==> src/rtl/nota_selector_pkg.sv <==
// Shared definitions for the note selector and the VGA drawer: note codes, FSM states, defaults.
// No logic beyond a pure priority-encode helper.
package nota_selector_pkg;

    typedef logic [2:0] nota_t;

    localparam nota_t NOTA_NINGUNA = 3'd0;
    localparam nota_t NOTA_1       = 3'd1;
    localparam nota_t NOTA_2       = 3'd2;
    localparam nota_t NOTA_3       = 3'd3;
    localparam nota_t NOTA_4       = 3'd4;

    localparam int DEBOUNCE_CYCLES_DEF = 250000;  // 10 ms at 25 MHz
    localparam int HOLD_FRAMES_DEF     = 6;

    typedef enum logic [1:0] {
        ST_IDLE = 2'd0,
        ST_SHOW = 2'd1,
        ST_HOLD = 2'd2
    } estado_t;

    // Lowest button index wins.
    function automatic nota_t prio_encode(input logic [3:0] deb);
        nota_t n;
        n = NOTA_NINGUNA;
        if (deb[3]) n = NOTA_4;
        if (deb[2]) n = NOTA_3;
        if (deb[1]) n = NOTA_2;
        if (deb[0]) n = NOTA_1;
        return n;
    endfunction

endpackage

==> src/rtl/nota_selector_if.sv <==
// Button/vsync inputs and note outputs between the board glue (master) and nota_selector (slave).
// Plain wires; no handshake, the selector never stalls its source.
interface nota_selector_if;
    import nota_selector_pkg::*;

    logic [3:0] btn;
    logic       vsync;
    nota_t      activacionNota;
    logic       nota_evento;

    modport master (
        output btn,
        output vsync,
        input  activacionNota,
        input  nota_evento
    );

    modport slave (
        input  btn,
        input  vsync,
        output activacionNota,
        output nota_evento
    );

endinterface

==> src/rtl/nota_selector_antirrebote.sv <==
// One button bit: 2-flop synchronizer then a stable-level counter debouncer.
// Latency 2 + DEBOUNCE_CYCLES dclk from a raw level change to btn_deb; never stalls.
module antirrebote #(
    parameter int DEBOUNCE_CYCLES = nota_selector_pkg::DEBOUNCE_CYCLES_DEF
) (
    input  logic dclk,
    input  logic clr,
    input  logic btn_raw,
    output logic btn_deb
);

    localparam int CW = $clog2(DEBOUNCE_CYCLES + 1);
    localparam logic [CW-1:0] CNT_LAST = CW'(DEBOUNCE_CYCLES - 1);

    logic          sync1_q, sync1_d;
    logic          sync2_q, sync2_d;
    logic          deb_q,   deb_d;
    logic [CW-1:0] cnt_q,   cnt_d;

    always_comb begin
        sync1_d = btn_raw;
        sync2_d = sync1_q;
        deb_d   = deb_q;
        cnt_d   = cnt_q;
        if (sync2_q == deb_q) begin
            cnt_d = '0;
        end else if (cnt_q == CNT_LAST) begin
            // Level held long enough: accept it and restart the count.
            deb_d = sync2_q;
            cnt_d = '0;
        end else begin
            cnt_d = cnt_q + 1'b1;
        end
    end

    always_ff @(posedge dclk or posedge clr) begin
        if (clr) begin
            sync1_q <= 1'b0;
            sync2_q <= 1'b0;
            deb_q   <= 1'b0;
            cnt_q   <= '0;
        end else begin
            sync1_q <= sync1_d;
            sync2_q <= sync2_d;
            deb_q   <= deb_d;
            cnt_q   <= cnt_d;
        end
    end

    assign btn_deb = deb_q;

endmodule

==> src/rtl/nota_selector.sv <==
// Debounced buttons -> priority note, shown/held for HOLD_FRAMES and updated only at frame start.
// Output changes one dclk after the vsync falling edge; no backpressure.
module nota_selector
    import nota_selector_pkg::*;
#(
    parameter int DEBOUNCE_CYCLES = DEBOUNCE_CYCLES_DEF,
    parameter int HOLD_FRAMES     = HOLD_FRAMES_DEF
) (
    input  logic               dclk,
    input  logic               clr,
    nota_selector_if.slave     bus
);

    localparam logic [3:0] HOLD_INIT = 4'(HOLD_FRAMES);

    logic [3:0] btn_deb;
    nota_t      req;
    logic       frame_tick;

    logic       vsync_d_q, vsync_d_d;
    estado_t    state_q,   state_d;
    logic [3:0] hold_cnt_q, hold_cnt_d;
    nota_t      nota_q,    nota_d;
    logic       evento_q,  evento_d;

    for (genvar i = 0; i < 4; i++) begin : g_deb
        antirrebote #(
            .DEBOUNCE_CYCLES(DEBOUNCE_CYCLES)
        ) u_antirrebote (
            .dclk    (dclk),
            .clr     (clr),
            .btn_raw (bus.btn[i]),
            .btn_deb (btn_deb[i])
        );
    end

    assign req        = prio_encode(btn_deb);
    assign vsync_d_d  = bus.vsync;
    assign frame_tick = vsync_d_q & ~bus.vsync;

    // State register
    always_ff @(posedge dclk or posedge clr) begin
        if (clr) begin
            vsync_d_q  <= 1'b1;
            state_q    <= ST_IDLE;
            hold_cnt_q <= '0;
            nota_q     <= NOTA_NINGUNA;
            evento_q   <= 1'b0;
        end else begin
            vsync_d_q  <= vsync_d_d;
            state_q    <= state_d;
            hold_cnt_q <= hold_cnt_d;
            nota_q     <= nota_d;
            evento_q   <= evento_d;
        end
    end

    // Next-state logic: everything is frozen between frame ticks.
    always_comb begin
        state_d = state_q;
        if (frame_tick) begin
            if (req != NOTA_NINGUNA) begin
                state_d = ST_SHOW;
            end else begin
                unique case (state_q)
                    ST_SHOW: state_d = ST_HOLD;
                    ST_HOLD: if (hold_cnt_q == 4'd1) state_d = ST_IDLE;
                    default: state_d = state_q;
                endcase
            end
        end
    end

    // Output / datapath logic
    always_comb begin
        nota_d     = nota_q;
        hold_cnt_d = hold_cnt_q;
        if (frame_tick) begin
            if (req != NOTA_NINGUNA) begin
                nota_d     = req;
                hold_cnt_d = HOLD_INIT;
            end else if (state_q == ST_HOLD) begin
                hold_cnt_d = hold_cnt_q - 4'd1;
                if (hold_cnt_q == 4'd1) nota_d = NOTA_NINGUNA;
            end
        end
        // Rewriting the same note is not an event.
        evento_d = (nota_d != nota_q);
    end

    assign bus.activacionNota = nota_q;
    assign bus.nota_evento    = evento_q;

endmodule

==> src/flat_wrapper.sv <==
// flat-port wrapper written by rule: the top's interface ports become plain ports
module nota_selector_flat import nota_selector_pkg::*;
#(
    parameter int DEBOUNCE_CYCLES = DEBOUNCE_CYCLES_DEF,
    parameter int HOLD_FRAMES     = HOLD_FRAMES_DEF
)
  (dclk, clr, bus_btn, bus_vsync, bus_activacionNota, bus_nota_evento);
  nota_selector_if bus_i ();
  input  logic dclk;
  input  logic clr;
  input wire logic [$bits(bus_i.btn)-1:0] bus_btn;
  input wire logic [$bits(bus_i.vsync)-1:0] bus_vsync;
  output wire logic [$bits(bus_i.activacionNota)-1:0] bus_activacionNota;
  output wire logic [$bits(bus_i.nota_evento)-1:0] bus_nota_evento;
  assign bus_i.btn = bus_btn;
  assign bus_i.vsync = bus_vsync;
  assign bus_activacionNota = bus_i.activacionNota;
  assign bus_nota_evento = bus_i.nota_evento;
  nota_selector #(.DEBOUNCE_CYCLES(DEBOUNCE_CYCLES), .HOLD_FRAMES(HOLD_FRAMES)) u_core (.dclk(dclk), .clr(clr), .bus(bus_i));
endmodule
==> config.mk <==
export PLATFORM = sky130hd
export DESIGN_NAME = nota_selector_flat
export DESIGN_NICKNAME = d
export VERILOG_FILES = /design/src/rtl/nota_selector_pkg.sv /design/src/rtl/nota_selector_if.sv /design/src/rtl/nota_selector_antirrebote.sv /design/src/rtl/nota_selector.sv /design/src/flat_wrapper.sv
export SDC_FILE = /design/constraint.sdc
export NUM_CORES = 1
export LEC_CHECK = 0
export CORE_MARGIN = 4
export CORE_UTILIZATION = 56
export DETAILED_ROUTE_END_ITERATION = 10
export GPL_TIMING_DRIVEN = 0
export PLACE_DENSITY = 0.76
export SYNTH_ARGS = -nofsm -noshare
export SYNTH_HDL_FRONTEND = slang
export SYNTH_SLANG_ARGS = --single-unit
==> constraint.sdc <==
create_clock -name dclk -period 3.3 [get_ports dclk]
set_clock_uncertainty 0.2 [all_clocks]
set_input_delay 0.495 -clock dclk [delete_from_list [all_inputs] [get_ports dclk]]
set_output_delay 0.495 -clock dclk [all_outputs]
set_load 0.01 [all_outputs]
---- Word-level counts from Yosys, hierarchy flattened ----
Index checks and enable logic that the tools add are counted.
word-level totals
  register bits after elaboration ......... 95
  input port bits ......................... 7
operators by class
  add/sub/neg operators ................... 5
  eq/ne operators ......................... 13
  multiplexer cells ....................... 21
  bitwise gates (word level) .............. 6
  reductions and logical operators ........ 9
operators with widths
  kind                                                    number
  two-way mux 18 bit                                      8
  adder 18 x 1 -> 18 bit (second input constant)          4
  equality test 18 bit (second input constant)            4
  two-way mux 3 bit                                       8
  AND reduction 2 bit                                     5
  two-way mux 4 bit                                       2
  nonzero test 3 bit                                      2
  inverter 1 bit                                          5
  equality test 1 bit                                     4
  equality test 4 x 1 -> 1 bit (second input constant)    1
  two-way mux 2 bit                                       2
  one-hot mux 2 bit (2 select lines)                      1
  subtractor 4 x 1 -> 4 bit (second input constant)       1
  inequality test 3 x 1 -> 1 bit (second input constant)  1
  inequality test 3 bit                                   1
  AND reduction 3 bit                                     1
  equality test 2 x 1 -> 1 bit (second input constant)    1
  equality test 2 bit (second input constant)             1
  nonzero test 2 bit                                      1
  AND 1 bit                                               1

---- Logic depth before layout (Yosys ltp) ----
Gate-level depths: netlist (run 1).
  depth in word-level cells ............... 8
  gate-level depth with buffers ........... 6

---- Modules after synthesis ----
A second synthesis (run 1) with hierarchy kept.
second synthesis, totals
  cell total of the unflattened synthesis .. 443
  area, all modules ....................... 4653.2 sq um
modules (own cells, without submodules)
  module         times used  cells each  area each (sq um)  seq. area each (sq um)
  antirrebote    4           95          1012.2             525.5
  nota_selector  1           63          604.3              276.5

---- Least setup slack after synthesis (run 1) ----
Ideal clock, no wire load.
  path kind ............................... register to register
  start ................................... register u_core.g_deb[3].u_antirrebote.cnt_q[13]
  end ..................................... register u_core.g_deb[3].u_antirrebote.deb_q
  setup time .............................. 128 ps
  data arrival time ....................... 1844 ps
  setup slack ............................. 1128 ps
  stages on the path, launching flop included .. 5
  path buffers ............................ 0
  period minus slack after synthesis ...... 2172 ps
  cell sequence ........................... dfrtp_1 > or4b_1 > or4_4 > nor2_1 > mux2_1
between the ends
  longest elaborated chain between the ends .. 2
ends and longest elaborated chain
  what                           RTL line                         RTL
  start, declared                nota_selector_antirrebote.sv:18  logic [CW-1:0] cnt_q, cnt_d;
  start signal, assigned         nota_selector_antirrebote.sv:46  cnt_q <= cnt_d;
  equality test 18 bit           nota_selector_antirrebote.sv:27  end else if (cnt_q == CNT_LAST) begin
  AND reduction 2 bit (no line)  --
  end signal, assigned           nota_selector_antirrebote.sv:40  deb_q <= 1'b0;
  end signal, assigned           nota_selector_antirrebote.sv:45  deb_q <= deb_d;
  end, declared                  nota_selector_antirrebote.sv:17  logic deb_q, deb_d;
Every way passes these cells.
A chain may end at the register's enable or synchronous reset.

---- Final worst setup path (run 1) ----
  start ................................... register u_core.g_deb[1].u_antirrebote.cnt_q[0]
  end ..................................... register u_core.g_deb[1].u_antirrebote.cnt_q[13]
between the ends
  longest elaborated chain between the ends .. 3
  elaborated cells on any way between the ends .. 4
  classes of those cells .................. 1 x add/sub; 1 x eq/ne; 2 x mux
ends and longest elaborated chain
  what                                                                   RTL line                                                          RTL
  start, declared                                                        nota_selector_antirrebote.sv:18
  start signal, assigned                                                 nota_selector_antirrebote.sv:46
  adder 18 x 1 -> 18 bit / equality test 18 bit (equally long branches)  nota_selector_antirrebote.sv:32, nota_selector_antirrebote.sv:27
  two-way mux 18 bit (*)                                                 nota_selector_antirrebote.sv:27
  two-way mux 18 bit (*)                                                 nota_selector_antirrebote.sv:25                                   if (sync2_q == deb_q) begin
  named net u_core.g_deb[1].u_antirrebote.cnt_d[13]                      nota_selector_antirrebote.sv:18
Mark *: on every way through the listed nets, which the timed path passes. The rest lies on a longest branch.

==> results of run 1 <==
==> cells in the final DEF, fill, tap and decap left out, drive strengths merged, types with 2 or more instances in the layout <==
cell type,synthesis,final
a21o,3,3
a21oi,10,10
and3,2,2
buf,3,4
bufinv,0,3
clkbuf,8,20
clkdlybuf4s50,0,10
dfrtp,94,94
ha,6,6
inv,18,18
mux2,4,4
mux2i,4,4
nand2,29,29
nand2b,2,2
nand3,22,22
nand3b,2,2
nand4,21,21
nor2,77,77
nor2b,5,5
nor3,18,18
nor4,23,23
nor4b,3,3
o21ai,15,15
o22ai,2,2
o31ai,4,4
o41ai,2,2
or3,3,3
or4,9,9
xnor2,43,43
xor2,16,16
==> per-stage QoR <==
step	util [%]	hold WS, ps
floorplan	-	131
global placement	61.1	140
detailed placement	61.5	144
CTS	64.6	164
global route	64.6	173
finish	64.6	159
==> cells by family after synthesis <==
group / count (synthesis) / synth area share, %
adders and majority gates: 6 / 1.64
buffers and inverters: 29 / 2.60
DFF: 95 / 52.1
xor gates and xnor gates: 59 / 11.3
AOI/OAI and AO/OA: 41 / 6.11
and+or+nand+nor: 221 / 24.4
muxes: 8 / 1.86
==> area by class of cell <==
cell class | count | area, um2
repair buffers | 11 | 128
plain buffers | 11 | 51.3
inverters | 18 | 70.1
multi-input cells | 335 | 2070
flip-flops and latches | 95 | 2380
well taps | 102 | 128
fillers | 644 | 2780
clock buffers | 12 | 155
clock inverters | 3 | 90.1
==> worst max-delay path: stages (launching register included) <==
cell,delay (ps)
dfrtp_1,380
ha_1,220
nand3_1,230
o41ai_2,820
clkbuf_1,420
nor2_1,100
==> per-layer routing <==
layer / global-route usage (%) / wire, um / vias to the layer above
met5: 0 / 0 / -
met4: 7.25 / 151 / 0
met3: 3.07 / 204 / 14
met2: 30.2 / 3880 / 37
met1: 25.5 / 3950 / 1631
li1: - / - / 1652
==> state kept, by name, summed over array words and instances (netlist names) <==
name and flops:
u_core.g_deb.u_antirrebote.sync1_q 4, u_core.bus.nota_evento 1, u_core.bus.activacionNota 3, u_core.g_deb.u_antirrebote.cnt_q 72, u_core.hold_cnt_q 4, u_core.vsync_d_q 1
u_core.g_deb.u_antirrebote.btn_deb 4, u_core.state_q 2, u_core.g_deb.u_antirrebote.sync2_q 4
==> final timing paths <==
path                                                        start                                       to  slack [ps]
max                        u_core.g_deb[1].u_antirrebote.cnt_q[0]  u_core.g_deb[1].u_antirrebote.cnt_q[13]         820
min                         u_core.g_deb[0].u_antirrebote.sync1_q    u_core.g_deb[0].u_antirrebote.sync2_q         160
max reg2reg                u_core.g_deb[1].u_antirrebote.cnt_q[0]  u_core.g_deb[1].u_antirrebote.cnt_q[13]         820
min reg2reg                 u_core.g_deb[0].u_antirrebote.sync1_q    u_core.g_deb[0].u_antirrebote.sync2_q         160
max in group asynchronous                                     clr                         u_core.vsync_d_q        1960
min in group asynchronous                                     clr  u_core.g_deb[1].u_antirrebote.cnt_q[15]         260
==> power by group <==
part,internal [mW],switching (mW)
clock,0.541,0.390
sequential,1.18,0.0133
combinational,0.0277,0.0542
==> results by group, run 1 <==
Outcome
  • Outcome: finished, final reports clean

STA
  • Slew margin rel.: 44.8%
  • Period utilization: 75.2%
  • Slew @ Worst Pin: 819 ps
  • Final setup fails: 0
  • Final hold viol count: 0
  • Slew Viols, Final: 0
  • FMAX: 0.403 GHz
  • Setup TNS: 0 ps
  • Post-route setup slack: 819 ps
  • Minimum clock period: 2480 ps
  • RSZ-0062 raised after global routing: false

Floorplan
  • Ports: 11
  • Die W: 98.3 um
  • Die span in y: 98.3 um
  • Core area: 0.00785 mm2
  • Die Area: 0.00966 mm2
  • Core Rows: 32
  • Starting Density: 58.2%

CTS
  • Number of setup buffers added after CTS: 0
  • H-tree levels: 3
  • Clk slew on worst S/H paths: 90 ps
  • Clock root buffer: clkbuf_8
  • Clk buf depth: 2
  • Num CTS Buffers: 9
  • CTS tree: done
  • Post_cts resized: 0
  • Clock sinks: 95
  • Clock Latency Late Sink: 370 ps
  • Hold_buf cts: 0

Yosys
  • Syn avg cell area: 9.95 um2
  • Syn nets: 472
  • Post-synth top area share: 51.5%
  • Synth area leaders: dfrtp_1 52%, xnor2_1 8.2%, nor2_1 6.3%
  • Post-Synthesis Cells: 459
  • Seq/Total Area, Yosys: 52.1%
  • Syn. warnings: 0
  • Synth Register Bits: 95
  • Post-synth cell types: 46
  • Count leader, synth: dfrtp_1
  • Most used DFF post-synth: dfrtp_1
  • EDFF count, synth: 0
  • Post-synth ARST share: 100%
  • Cell area after synthesis: 0.00457 mm2
  • Synth cell count leaders: 94 x dfrtp_1, 77 x nor2_1, 43 x xnor2_1
  • Post-synth top area cell: dfrtp_1

Worst setup path
  • Crit path max fanout: 10
  • Critical path class: flop to flop
  • Worst Path Required: 3350 ps
  • R2R depth: 5
  • Setup crit start kind: flop
  • Crit path DAT: 2530 ps
  • CP Capture Type: flop

Finish
  • Inserted Diodes: 0
  • Post-route cell area: 0.00507 mm2
  • Nets@finish: 494
  • Layout overhead on the synthesized area: 11.0%
  • Post-Layout Cell Count: 587
  • Share of cells above drive strength 1: 6.39%

Placed design
  • Worst slack, placed: 832 ps
  • Gp weighted congestion: 0.789
  • PortBufs: 10
  • Placed wire-length estimate: 5.71 mm
  • Placed Instances: 572
  • Placed Instance Area: 0.00482 mm2

Global routing
  • Largest net degree at the start of global routing: 67
  • Initial antenna violation count: 0
  • GRT Util Overall: 18.7%
  • Total gr overflow: 0
  • First-pass GRT wire length: 14.9 mm
  • Vias in the first global route: 3329

Power and ir drop
  • Total power per unit cell area: 435 mW/mm2
  • Leakage: 2.06 nW
  • Worst vdd ir: 0.276 mV
  • Total design power: 2.21 mW

Job
  • Max Cap Violations: 0

Min path
  • Worst hold path type: flop to flop
  • Cells on Worst Hold Path: 0

Routing
  • Final antenna-violating net count: 0
  • Vias: 3334
  • Initial DRC count: 119
  • Vias per inst: 5.68
  • DRC: 0
  • Total wire length: 8.18 mm
  • Mean routed wirelength per cell: 13.9 um
  • TritonRoute pass-1 iters: 4
(Power assumes the default switching activity.)
==> run 2: changes to the inputs <==
CORE_UTILIZATION = 62   (was 56)
PLACE_DENSITY = 0.8   (was 0.76)
clock period = 2.4 ns   (was 3.3 ns; I/O delays follow)
==> run 2 against run 1 <==
  * Critical path depth stayed put
  * Global-route usage is 2.3 points higher
  * Via count grew 1.2%
  * Clock power is 9.6% higher
  * Sequential power is 38% higher
  * Sequential share of layout area grew 0.20 points
==> results by group, run 2 (synthesis results as in run 1) <==
Routing
  • Vias: 3374 (was 3334)
  • DRC: 0 (unchanged)
  • Total wire length: 8.40 mm (was 8.18 mm)
  • Vias per inst: 5.76 (was 5.68)
  • Initial DRC count: 198 (was 119)
  • Mean routed wirelength per cell: 14.3 um (was 13.9 um)
  • Final antenna-violating net count: 0 (unchanged)
  • TritonRoute pass-1 iters: 4 (unchanged)

Global routing
  • Total gr overflow: 0 (unchanged)
  • Vias in the first global route: 3409 (was 3329)
  • Initial antenna violation count: 0 (unchanged)
  • GRT Util Overall: 21.1% (was 18.7%)
  • First-pass GRT wire length: 14.8 mm (was 14.9 mm)
  • Largest net degree at the start of global routing: 44 (was 67)

Power and ir drop
  • Leakage: 2.07 nW (was 2.06 nW)
  • P_int: 2.14 mW (was 1.75 mW)
  • Total power per unit cell area: 550 mW/mm2 (was 435 mW/mm2)
  • Worst vdd ir: 0.362 mV (was 0.276 mV)
  • Clock share of power: 36.6% (was 42.2%)
  • Switching part of the total power: 22.8% (was 20.7%)
  • Combinational Power Share: 4.2% (was 3.7%)
  • Switching pwr: 632 uW (was 458 uW)
  • Seq pwr share: 59.2% (was 54.1%)

CTS
  • Clk buf depth: 2 (unchanged)
  • Clock Latency Late Sink: 360 ps (was 370 ps)
  • Clock sinks: 95 (unchanged)
  • Clock root buffer: clkbuf_8 (unchanged)
  • H-tree levels: 3 (unchanged)
  • CTS tree: done (unchanged)
  • Hold_buf cts: 0 (unchanged)
  • Clk slew on worst S/H paths: 90 ps (about the same)
  • Num CTS Buffers: 9 (unchanged)

Floorplan
  • Core Rows: 31 (was 32)
  • Ports: 11 (unchanged)
  • Die W: 93.8 um (was 98.3 um)
  • Core area: 0.00721 mm2 (was 0.00785 mm2)
  • Die span in y: 93.8 um (was 98.3 um)
  • Starting Density: 63.3% (was 58.2%)
  • Die Area: 0.00880 mm2 (was 0.00966 mm2)

Finish
  • Layout overhead on the synthesized area: 10.5% (was 11.0%)
  • Number of flip-flops in the largest register: 72 (unchanged)
  • Inserted Diodes: 0 (unchanged)
  • Commonest non-fill, non-tap cells in the layout: 94 x dfrtp_1, 77 x nor2_1, 43 x xnor2_1 (unchanged)
  • Top reg by flops: u_core.g_deb.u_antirrebote.cnt_q (unchanged)
  • # fillers: 543 (was 644)
  • Post-route cell area: 0.00505 mm2 (was 0.00507 mm2)
  • Share of cells above drive strength 1: 7.19% (was 6.39%)
  • Nets@finish: 495 (was 494)
  • Commonest non-fill, non-tap cell in the layout: dfrtp_1 (unchanged)

STA
  • FMAX: 0.435 GHz (was 0.403 GHz)
  • Slew margin rel.: 56.5% (was 44.8%)
  • Period utilization: 95.8% (was 75.2%)
  • Final setup fails: 0 (unchanged)
  • Post-route setup slack: 101 ps (was 819 ps)
  • Slew @ Worst Pin: 646 ps (was 819 ps)
  • Minimum clock period: 2300 ps (was 2480 ps)
  • RSZ-0062 raised after global routing: false (unchanged)
  • Final hold viol count: 0 (unchanged)
  • Slew Viols, Final: 0 (unchanged)

Placed design
  • Worst slack, placed: -37.8 ps (was 832 ps)
  • Placed Instance Area: 0.00483 mm2 (was 0.00482 mm2)
  • Gp weighted congestion: 0.814 (was 0.789)
  • Placed wire-length estimate: 5.80 mm (was 5.71 mm)
  • PortBufs: 10 (unchanged)

Worst setup path
  • Critical path's top delay family: simple AND/OR/NAND/NOR gates (was compound AO/OA/AOI/OAI gates)
  • Crit path DAT: 2350 ps (was 2530 ps)
  • FF-to-FF setup slack: 100 ps (was 820 ps)
  • CP Capture Type: flop (unchanged)
  • Cells along the critical path: or4b_1 > or4_4 > o21ai_4 > buf_6 > nor2_1 (was ha_1 > nand3_1 > o41ai_2 > clkbuf_1 > nor2_1)
  • Critical path class: flop to flop (unchanged)
  • Setup crit start kind: flop (unchanged)
  • Worst Path Required: 2450 ps (was 3350 ps)
  • CP max stage delay: 520 ps (was 820 ps)
  • Crit path max fanout: 10 (unchanged)
  • Worst path slowest cell: or4b_1 (was o41ai_2)
  • Buf+Inv Stages, Crit Path: 1 (unchanged)

Job
  • Max Cap Violations: 0 (unchanged)

Min path
  • Worst hold path type: flop to flop (unchanged)

Outcome
  • Outcome: finished, final reports clean (unchanged)
==> run 2: final timing paths <==
kind                                                    startpoint                                       to  cells past startpoint
setup / recovery           u_core.g_deb[3].u_antirrebote.cnt_q[13]  u_core.g_deb[3].u_antirrebote.cnt_q[14]                      5
hold / removal               u_core.g_deb[3].u_antirrebote.sync1_q    u_core.g_deb[3].u_antirrebote.sync2_q                      0
setup reg to reg           u_core.g_deb[3].u_antirrebote.cnt_q[13]  u_core.g_deb[3].u_antirrebote.cnt_q[14]                      5
hold reg to reg              u_core.g_deb[3].u_antirrebote.sync1_q    u_core.g_deb[3].u_antirrebote.sync2_q                      0
max in group asynchronous                                      clr                         u_core.vsync_d_q                      3
min in group asynchronous                                      clr                        u_core.state_q[0]                      2
==> run 2: worst reg2reg max path: stages (launching register included) <==
cell     delay [ps]
dfrtp_1         410
or4b_1          520
or4_4           510
o21ai_4         280
buf_6           190
nor2_1           70
==> run 2: what timing repair did <==
action                                  in CTS  in global routing
buffers inserted                             0                  0
gates cloned                                 0                  0
resized for setup                            1                  5
endpoints found under the setup margin      10                 30
pin swaps                                    0                  0
==> run 2: power by group through the flow <==
stage	Sequential (mW)	Combinational (mW)	Clock, mW
after floorplan	1.67	0.0776	0
after CTS	1.64	0.119	1.04
after detailed placement	1.67	0.117	0
after global placement	1.67	0.107	0
after global routing	1.65	0.136	1.10
final	1.64	0.117	1.02
==> run 2: stage by stage <==
step	std cells	TNS, ps	hold slack [ps]	power (mW)	util [%]
global route	586	0	174	2.89	70.0
detailed placement	570	-222	135	1.79	67.0
floorplan	459	0	131	1.75	-
global placement	568	-21220	134	1.78	66.5
CTS	586	0	156	2.80	69.8
finish	586	0	154	2.78	70.0
==> run 2: final cells by class <==
| type | instances | area, um2 | share of cell area [%] |
|---|---|---|---|
| clock buffer | 10 | 128 | 2.53 |
| timing repair buffer | 12 | 140 | 2.78 |
| sequential | 95 | 2380 | 47.1 |
| multi-input combinational | 335 | 2090 | 41.4 |
| clock inverter | 6 | 61.3 | 1.21 |
| inverter | 18 | 71.3 | 1.41 |
| tap | 99 | 124 | 2.45 |
| buffer | 11 | 53.8 | 1.07 |
==> run 2: routing by layer <==
layer  up-vias  routed length [um]  global-route usage [%]  share of wire (%)
li1       1650                   -                       -                  -
met1      1650                3800                    26.9                 45
met2        62                4160                    34.9                 50
met3        12                 313                    5.45                3.7
met4         0                 125                    7.46                1.5
met5         -                   0                       0                  0
==> run 3: changes to the inputs <==
--- a/config.mk
+++ b/config.mk
@@ -7,7 +7,8 @@
 export LEC_CHECK = 0
+export CORE_ASPECT_RATIO = 1.4
 export CORE_MARGIN = 4
-export CORE_UTILIZATION = 62
+export CORE_UTILIZATION = 55
 export DETAILED_ROUTE_END_ITERATION = 10
 export GPL_TIMING_DRIVEN = 0
-export PLACE_DENSITY = 0.8
+export PLACE_DENSITY = 0.72
 export SYNTH_ARGS = -nofsm -noshare
==> constraint.sdc (replaced) <==
create_clock -name dclk -period 2.4 [get_ports dclk]
set_clock_uncertainty 0.2 [all_clocks]
set_input_delay 0.72 -clock dclk [delete_from_list [all_inputs] [get_ports dclk]]
set_output_delay 0.72 -clock dclk [all_outputs]
set_load 0.01 [all_outputs]
==> run 3 against run 2 <==
  * Wire length fell by 3.6%
  * Hold slack barely moved
  * Fmax rose by 0.80%
  * First-iteration DRC count fell by 45%
  * Combinational power barely moved
  * Final cell count rose by 0.51%
  * Sequential power barely moved
  * Final area rose by 2.4%
  * Critical path type is now flop to primary output
  * Critical endpoint is now bus_activacionNota[1]
  * Highest routed layer unchanged
==> results by group, run 3 (synthesis results as in run 1) <==
Floorplan
  • Die Area: 0.00985 mm2 (was 0.00880 mm2)
  • Core area: 0.00815 mm2 (was 0.00721 mm2)
  • Die W: 85.0 um (was 93.8 um)
  • Starting Density: 56.0% (was 63.3%)
  • Die span in y: 116 um (was 93.8 um)
  • Ports: 11 (unchanged)
  • Core Rows: 39 (was 31)

Routing
  • Final antenna-violating net count: 0 (unchanged)
  • Initial DRC count: 108 (was 198)
  • Total wire length: 8.10 mm (was 8.40 mm)
  • TritonRoute pass-1 iters: 4 (unchanged)
  • Mean routed wirelength per cell: 13.7 um (was 14.3 um)
  • DRC: 0 (unchanged)
  • Vias per inst: 5.64 (was 5.76)
  • Vias: 3320 (was 3374)

Global routing
  • Largest net degree at the start of global routing: 41 (was 44)
  • GRT Util Overall: 17.8% (was 21.1%)
  • Total gr overflow: 0 (unchanged)
  • Vias in the first global route: 3302 (was 3409)
  • First-pass GRT wire length: 14.3 mm (was 14.8 mm)
  • Initial antenna violation count: 0 (unchanged)

STA
  • RSZ-0062 raised after global routing: false (unchanged)
  • Period utilization: 95.0% (was 95.8%)
  • Final hold viol count: 0 (unchanged)
  • Slew margin rel.: 40.6% (was 56.5%)
  • Slew Viols, Final: 0 (unchanged)
  • Minimum clock period: 2280 ps (was 2300 ps)
  • Post-route setup slack: 119 ps (was 101 ps)
  • Slew @ Worst Pin: 889 ps (was 646 ps)
  • Setup TNS: 0 ps (unchanged)
  • FMAX: 0.438 GHz (was 0.435 GHz)
  • Final setup fails: 0 (unchanged)

Worst setup path
  • Worst path slowest cell: clkdlybuf4s50_1 (was or4b_1)
  • Crit path DAT: 1360 ps (was 2350 ps)
  • CP Depth: 1 (was 5)
  • Cells along the critical path: clkdlybuf4s50_1 (was or4b_1 > or4_4 > o21ai_4 > buf_6 > nor2_1)
  • Buf+Inv Stages, Crit Path: 1 (unchanged)
  • R2R depth: 5 (unchanged)
  • Crit path max fanout: 6 (was 10)
  • CP Capture Type: primary output (was flop)
  • Reg2reg end: u_core.g_deb[3].u_antirrebote.cnt_q[10] (was u_core.g_deb[3].u_antirrebote.cnt_q[14])
  • Critical path class: flop to primary output (was flop to flop)
  • CP max stage delay: 590 ps (was 520 ps)
  • Setup crit start kind: flop (unchanged)
  • FF-to-FF setup slack: 130 ps (was 100 ps)
  • Worst Path Required: 1480 ps (was 2450 ps)
  • Critical path's top delay family: buffers and inverters (was simple AND/OR/NAND/NOR gates)
  • CP endpoint: bus_activacionNota[1] (was u_core.g_deb[3].u_antirrebote.cnt_q[14])
  • Reg2Reg Launch Point: u_core.g_deb[3].u_antirrebote.cnt_q[13] (unchanged)
  • Critical Path Start: u_core.bus.activacionNota[1] (was u_core.g_deb[3].u_antirrebote.cnt_q[13])

Finish
  • Layout overhead on the synthesized area: 13.2% (was 10.5%)
  • # fillers: 631 (was 543)
  • Commonest non-fill, non-tap cells in the layout: 94 x dfrtp_1, 77 x nor2_1, 43 x xnor2_1 (unchanged)
  • Number of flip-flops in the largest register: 72 (unchanged)
  • Share of cells above drive strength 1: 7.39% (was 7.19%)
  • Commonest non-fill, non-tap cell in the layout: dfrtp_1 (unchanged)
  • Post-route cell area: 0.00517 mm2 (was 0.00505 mm2)
  • Area of the multi-input gates: 0.00209 mm2 (unchanged)
  • Flip-flop and latch area: 0.00238 mm2 (unchanged)
  • Inserted Diodes: 0 (unchanged)
  • Top reg by flops: u_core.g_deb.u_antirrebote.cnt_q (unchanged)
  • Nets@finish: 495 (unchanged)

CTS
  • Clk slew on worst S/H paths: 60 ps (was 90 ps)
  • Clock root buffer: clkbuf_16 (was clkbuf_8)
  • Number of setup buffers added after CTS: 0 (unchanged)
  • Clock sinks: 95 (unchanged)
  • CTS tree: done (unchanged)
  • Clock Latency Late Sink: 340 ps (was 360 ps)
  • Hold_buf cts: 0 (unchanged)
  • Clk buf depth: 2 (unchanged)
  • H-tree levels: 3 (unchanged)
  • Num CTS Buffers: 9 (unchanged)

Placed design
  • PortBufs: 10 (unchanged)
  • Worst slack, placed: -38.5 ps (was -37.8 ps)
  • Placed Instance Area: 0.00485 mm2 (was 0.00483 mm2)
  • Gp weighted congestion: 0.859 (was 0.814)
  • Placed wire-length estimate: 5.72 mm (was 5.80 mm)

Outcome
  • Outcome: finished, final reports clean (unchanged)

Power and ir drop
  • Total design power: 3.17 mW (was 2.78 mW)
  • Worst vdd ir: 0.375 mV (was 0.362 mV)
  • Leakage: 2.12 nW (was 2.07 nW)
  • Total power per unit cell area: 614 mW/mm2 (was 550 mW/mm2)

Min path
  • Worst hold path type: flop to flop (unchanged)

Job
  • Max Cap Violations: 0 (unchanged)
## run 3: how the worst min path moves through the flow
| stage | cells past startpoint | slack (ps) | end | startpoint |
|---|---|---|---|---|
| 2_1_floorplan | 0 | 130 | u_core.g_deb[0].u_antirrebote.sync2_q | u_core.g_deb[0].u_antirrebote.sync1_q |
| 3_3_place_gp | 0 | 140 | u_core.g_deb[0].u_antirrebote.sync2_q | u_core.g_deb[0].u_antirrebote.sync1_q |
| 3_5_place_dp | 0 | 150 | u_core.g_deb[3].u_antirrebote.sync2_q | u_core.g_deb[3].u_antirrebote.sync1_q |
| 4_1_cts | 0 | 160 | u_core.g_deb[3].u_antirrebote.sync2_q | u_core.g_deb[3].u_antirrebote.sync1_q |
| 5_1_grt | 0 | 170 | u_core.g_deb[2].u_antirrebote.sync2_q | u_core.g_deb[2].u_antirrebote.sync1_q |
| 6_report | 0 | 150 | u_core.g_deb[3].u_antirrebote.sync2_q | u_core.g_deb[3].u_antirrebote.sync1_q |
## run 3: metrics by stage
step                std cells  utilization (%)  hold WS, ps
floorplan                 459                -          131
global placement          571             58.9          135
detailed placement        573             59.5          146
CTS                       589             63.3          161
global route              589             63.4          172
finish                    589             63.4          154
## run 3: power breakdown
group	leakage (nW)	switching [mW]	internal, mW	total, mW
clock network	0.144	0.580	0.829	1.41
registers	1.27	0.0180	1.63	1.64
logic	0.701	0.0757	0.0430	0.119
## run 3: worst register-to-register path, delay by kind of cell (launching register included)
kind | cells | cell delay (ps)
AO/OA/AOI/OAI | 1 | 270
buffers and inverters | 1 | 190
flip-flops | 1 | 400
AND/OR/NAND/NOR | 3 | 1110
## run 3: routing by layer
layer / global-route usage (%) / routed length (um)
met2: 31.5 / 4190
met1: 20.7 / 3540
met5: 0 / 0
met4: 8.76 / 175
met3: 3.06 / 191
## run 3: repair_timing
action / 4_1_cts / 5_1_grt
resized for setup: 1 / 5
endpoints found under the hold margin: 0 / 0
pin swaps: 0 / 0
setup endpoints to repair: 8 / 21
## run 3: final cells by class
| cell class | instances | share of cell area, % |
|---|---|---|
| Clock buffer | 10 | 4.62 |
| Buffer | 11 | 1.04 |
| Sequential cell | 95 | 46.0 |
| Multi-Input combinational cell | 335 | 40.5 |
| Inverter | 18 | 1.38 |
| Tap cell | 102 | 2.47 |
| Timing Repair Buffer | 12 | 2.86 |
| Clock inverter | 6 | 1.16 |
